`src/rtl/stopwatch_core_pkg.sv`:
```
// rtl/stopwatch_core_pkg.sv - segment constants and BCD helper shared by the stopwatch
package stopwatch_core_pkg;

  localparam logic [7:0] SEG_0     = 8'hC0;
  localparam logic [7:0] SEG_1     = 8'hF9;
  localparam logic [7:0] SEG_2     = 8'hA4;
  localparam logic [7:0] SEG_3     = 8'hB0;
  localparam logic [7:0] SEG_4     = 8'h99;
  localparam logic [7:0] SEG_5     = 8'h92;
  localparam logic [7:0] SEG_6     = 8'h82;
  localparam logic [7:0] SEG_7     = 8'hF8;
  localparam logic [7:0] SEG_8     = 8'h80;
  localparam logic [7:0] SEG_9     = 8'h90;
  localparam logic [7:0] SEG_BLANK = 8'hFF;
  localparam int unsigned DP_BIT   = 7;

  localparam logic [3:0] BCD_MAX = 4'd9;

  function automatic logic [3:0] bcd_inc(input logic [3:0] d);
    return (d == BCD_MAX) ? 4'd0 : d + 4'd1;
  endfunction

endpackage

```
`src/rtl/stopwatch_core_seg7.sv`:
```
// rtl/stopwatch_core_seg7.sv - active-low seven-segment decoder with optional decimal point
module seg7_decoder
  import stopwatch_core_pkg::*;
(
  input  logic [3:0] i_bcd,
  input  logic       i_dp_en,
  output logic [7:0] o_seg
);

  logic [7:0] w_code;

  always_comb begin
    w_code = SEG_BLANK;
    case (i_bcd)
      4'd0:    w_code = SEG_0;
      4'd1:    w_code = SEG_1;
      4'd2:    w_code = SEG_2;
      4'd3:    w_code = SEG_3;
      4'd4:    w_code = SEG_4;
      4'd5:    w_code = SEG_5;
      4'd6:    w_code = SEG_6;
      4'd7:    w_code = SEG_7;
      4'd8:    w_code = SEG_8;
      4'd9:    w_code = SEG_9;
      default: w_code = SEG_BLANK;
    endcase
  end

  // segments are active-low, so lighting the dp means clearing its bit
  assign o_seg = w_code & ~(8'(i_dp_en) << DP_BIT);

endmodule

```
`src/rtl/stopwatch_core.sv`:
```
// rtl/stopwatch_core.sv - 00.0..99.9 s stopwatch: prescaler, BCD chain, three segment decoders
module stopwatch_core
  import stopwatch_core_pkg::*;
#(
  parameter int TICK_DIV = 5_000_000
) (
  input  logic       Clk,
  input  logic       nReset,
  input  logic       Start,
  output logic [7:0] S0,
  output logic [7:0] S1,
  output logic [7:0] S2
);

  localparam int CNT_W = (TICK_DIV > 1) ? $clog2(TICK_DIV) : 1;
  localparam logic [CNT_W-1:0] PRESC_MAX = CNT_W'(TICK_DIV - 1);

  logic [CNT_W-1:0] r_presc;
  logic [3:0]       r_d0;
  logic [3:0]       r_d1;
  logic [3:0]       r_d2;

  logic w_tick;
  logic w_carry0;
  logic w_carry1;

  assign w_tick   = Start && (r_presc == PRESC_MAX);
  assign w_carry0 = w_tick && (r_d0 == BCD_MAX);
  assign w_carry1 = w_carry0 && (r_d1 == BCD_MAX);

  // prescaler only moves while running, so a pause keeps the partial tick
  always_ff @(posedge Clk or negedge nReset) begin
    if (!nReset) begin
      r_presc <= '0;
    end else if (Start) begin
      r_presc <= w_tick ? '0 : r_presc + CNT_W'(1);
    end
  end

  always_ff @(posedge Clk or negedge nReset) begin
    if (!nReset) begin
      r_d0 <= 4'd0;
      r_d1 <= 4'd0;
      r_d2 <= 4'd0;
    end else begin
      if (w_tick)   r_d0 <= bcd_inc(r_d0);
      if (w_carry0) r_d1 <= bcd_inc(r_d1);
      if (w_carry1) r_d2 <= bcd_inc(r_d2);
    end
  end

  seg7_decoder u_seg_tenths (
    .i_bcd   (r_d0),
    .i_dp_en (1'b0),
    .o_seg   (S0)
  );

  seg7_decoder u_seg_units (
    .i_bcd   (r_d1),
    .i_dp_en (1'b1),
    .o_seg   (S1)
  );

  seg7_decoder u_seg_tens (
    .i_bcd   (r_d2),
    .i_dp_en (1'b0),
    .o_seg   (S2)
  );

endmodule

```
`config.mk`:
```
export PLATFORM = sky130hd
export DESIGN_NAME = stopwatch_core
export DESIGN_NICKNAME = d
export VERILOG_FILES = /design/src/rtl/stopwatch_core_pkg.sv /design/src/rtl/stopwatch_core_seg7.sv /design/src/rtl/stopwatch_core.sv
export SDC_FILE = /design/constraint.sdc
export NUM_CORES = 1
export LEC_CHECK = 0
export BUFFER_PORTS_ARGS = -buffer_cell sky130_fd_sc_hd__clkbuf_2
export CAP_MARGIN = 20
export CORE_ASPECT_RATIO = 0.5
export CORE_MARGIN = 2
export CORE_UTILIZATION = 53
export CTS_CLUSTER_SIZE = 24
export DETAILED_ROUTE_END_ITERATION = 10
export PLACE_DENSITY = 0.74
export SYNTH_ARGS = -nofsm -noshare
export SYNTH_HDL_FRONTEND = slang
export SYNTH_SLANG_ARGS = --single-unit
```
`constraint.sdc`:
```
create_clock -name Clk -period 2.18 [get_ports Clk]
set_input_delay 0.218 -clock Clk [delete_from_list [all_inputs] [get_ports Clk]]
set_output_delay 0.218 -clock Clk [all_outputs]
set_load 0.005 [all_outputs]
```
==> impl_metrics.csv <==
group,metric,value,unit
place,dp_hpwl,3270,microns
die,die_x,97.0,microns
critical_path,arrival,2250,ps
pwr,pwr-share-clk,33.7,%
clock_network,htreeDepth,2,
die,rows,16,
synthesis,syn_inst,268,
pwr,power.switching,0.357,mW
pwr,ir_drop,0.000243,V
timing,final-hold-violation-count,0,
finish,insertedDiodeCount,0,
timing,worst_pin_slew,857,ps
grt,antenna_found_initial,0,
synthesis,synth-seq-cells,35,
routing,avgRoutedWirePerCell,12.6,microns
pwr,p_sw_share,25.9,%
critical_path,slowest_delay,570,ps
clock_network,root_buffer,"clkbuf_8",
routing,drc,0,
routing,first_pass_iters,4,
critical_path,cp.required,2340,ps
synthesis,ys_seq_area_share,38.2,%
timing,post-route-period-util,95.4,%
finish,layout.nets,315,
timing,setup_tns,0,ps
pwr,p_comb_share,10.4,%
grt,grt_pass1_wl,7980,microns
status,outcome,"finished, final reports clean",
min_path,min_path_type,"in -> async",
synthesis,async_reset_ff_share,100,%
synthesis,synth_ff_type,"dfrtp_1",
flow_run,max_cap_viol_count,0,
timing,grt_setup_unrepaired,"no",
grt,grt_pass1_vias,1859,
pwr,p_seq_share,55.9,%
die,core-area,0.00402,sq mm
synthesis,syn_area,0.00229,sq mm
timing,setup_viol,0,
routing,dr_total_vias,1888,
timing,report.final.slew_viol_count,0,
place,io_buffers,23,
finish,layout_commonest_cell,"dfrtp_1",
place,gp_congestion,0.825,
synthesis,synth_cell_types,40,
critical_path,slowest_stage,"or4_1",
critical_path,critPathKind,"reg -> reg",
timing,clock_skew,6.36,ps
routing,drt_iter0_markers,77,
clock_network,clk_path_buf_depth,2,
grt,grt.overflow.total,0,
grt,track_usage,20.2,%
pwr,p_int,1.02,mW
critical_path,crit_chain,"or4_1, nor4_4, and2_1, nand2_1, a221o_1",
pwr,power,1.38,mW
clock_network,path_clk_slew,70,ps
die,chipHeight,50.5,microns
die,ioPinCount,27,
critical_path,path_max_fanout,7,
routing,postRouteAntennaNets,0,
synthesis,synth_edf_count,0,
clock_network,cts_buffers,5,
critical_path,cp_top_family,"simple AND/OR/NAND/NOR gates",
synthesis,yosys_warnings,0,
clock_network,cts_tree,"built",
critical_path,end_kind,"flop",
clock_network,post_cts_buffers,0,
timing,slew_headroom,42.9,%
finish,syn_to_final_growth,12.4,%
grt,grt_max_degree,36,
timing,fmax,481,MHz
critical_path,crit_buf_inv,0,
pwr,p_leak,1.21,nW
synthesis,syn_area_per_cell,8.55,sq um
finish,layout_common_cells,"35 x dfrtp_1, 31 x nand2_1, 30 x nor2_1",
die,start_util,56.9,%
routing,drt-vias-per-instance,5.39,
pwr,p_per_area,535,mW/mm^2
timing,fin_crit,2080,ps
die,dieArea,0.00490,sq mm
clock_network,clkLatencyLatePin,280,ps
clock_network,cts.sinks,35,
finish,drive_gt1_share,16.9,%
routing,wl,4420,microns
critical_path,cp-start-kind,"flop",
-- Yosys cell counts (all sizes together), types with 5 or more instances --
cell type	number	share of area [%]
dfrtp	35	38
nand2	31	5.1
nor2	30	4.9
o21ai	23	5.0
inv	17	2.8
ha	16	8.7
nand3	14	3.6
a21oi	13	2.8
xnor2	12	4.6
nand4	10	2.7
nor3	8	1.7
clkbuf	7	1.1
xor2	7	2.7
buf	5	1.5
-- metrics by stage --
step / setup WS [ps] / hold WS, ps / instance area (sq um) / utilization [%] / instances
floorplan: 76.6 / -77.6 / 2290 / - / 269
global placement: 94.7 / 365 / 2480 / 61.7 / 343
detailed placement: 61.4 / 365 / 2480 / 61.7 / 343
CTS: 57.9 / 62.4 / 2570 / 63.9 / 350
global route: 4.01 / 104 / 2570 / 64.0 / 350
finish: 99.3 / 35.1 / 2570 / 64.0 / 350
-- worst reg2reg max path, delay by kind of cell (launching register included) --
kind	cells	cell delay, ps
simple gates	4	1200
flops	1	420
compound gates	1	340
-- per-layer routing --
metal	vias to the layer above	global-route usage (%)	share of wire [%]
met5	-	0	0
met4	0	7.51	0.70
met3	4	4.87	3.9
met2	37	35.4	45
met1	880	24.8	50
li1	967	-	-
-- sequential cells by signal (all words and copies together), names as in the netlist --
name	flops
r_d1	4
r_presc	23
r_d0	4
r_d2	4
-- power by group through the flow --
stage / Clock, mW / Sequential, mW / Combinational, mW
3_3_place_gp: 0 / 0.779 / 0.134
2_1_floorplan: 0 / 0.770 / 0.105
5_1_grt: 0.508 / 0.779 / 0.174
6_report: 0.465 / 0.770 / 0.143
4_1_cts: 0.475 / 0.768 / 0.147
3_5_place_dp: 0 / 0.779 / 0.148
-- repair_timing --
action,CTS,global route
hold buffers,0,0
gates resized for setup,0,2
setup endpoints to repair,0,2
-- kinds of logic (layout without fill, tap and decap cells) --
kind of cell	Yosys count	after routing	share of synthesized area [%]
adders and majority gates	16	16	8.74
AOI/OAI and AO/OA	49	49	12.1
buffers and inverters	29	56	5.46
other	2	3	0.328
DFF	35	35	38.2
xor gates and xnor gates	19	19	7.26
muxes	6	6	2.73
and+or+nand+nor	112	112	25.1
-- path summary, 6_finish.rpt --
kind | start | endpoint | slack (ps) | cells after the start
setup reg to reg | r_presc[12]$_DFFE_PN0P_ | r_d0[3]$_DFFE_PN0N_ | 100 | 5
hold / removal | nReset | r_presc[4]$_DFFE_PN0P_ | 40 | 1
hold reg to reg | r_presc[22]$_DFFE_PN0P_ | r_presc[22]$_DFFE_PN0P_ | 490 | 1
min in group Clk | Start | r_presc[1]$_DFFE_PN0P_ | 250 | 2
setup / recovery | r_presc[12]$_DFFE_PN0P_ | r_d0[3]$_DFFE_PN0N_ | 100 | 5
max in group asynchronous | nReset | r_d2[0]$_DFFE_PN0P_ | 1610 | 1
-- area by class of cell --
cell class	instances	area, sq um
multi-input combinational	205	1300
clock buffer	6	82.6
clock inverter	1	5.00
sequential	35	876
tap	54	67.6
inverter	17	63.8
fill	334	1450
timing repair buffer	32	183
Power figures use the tool's default switching activity.
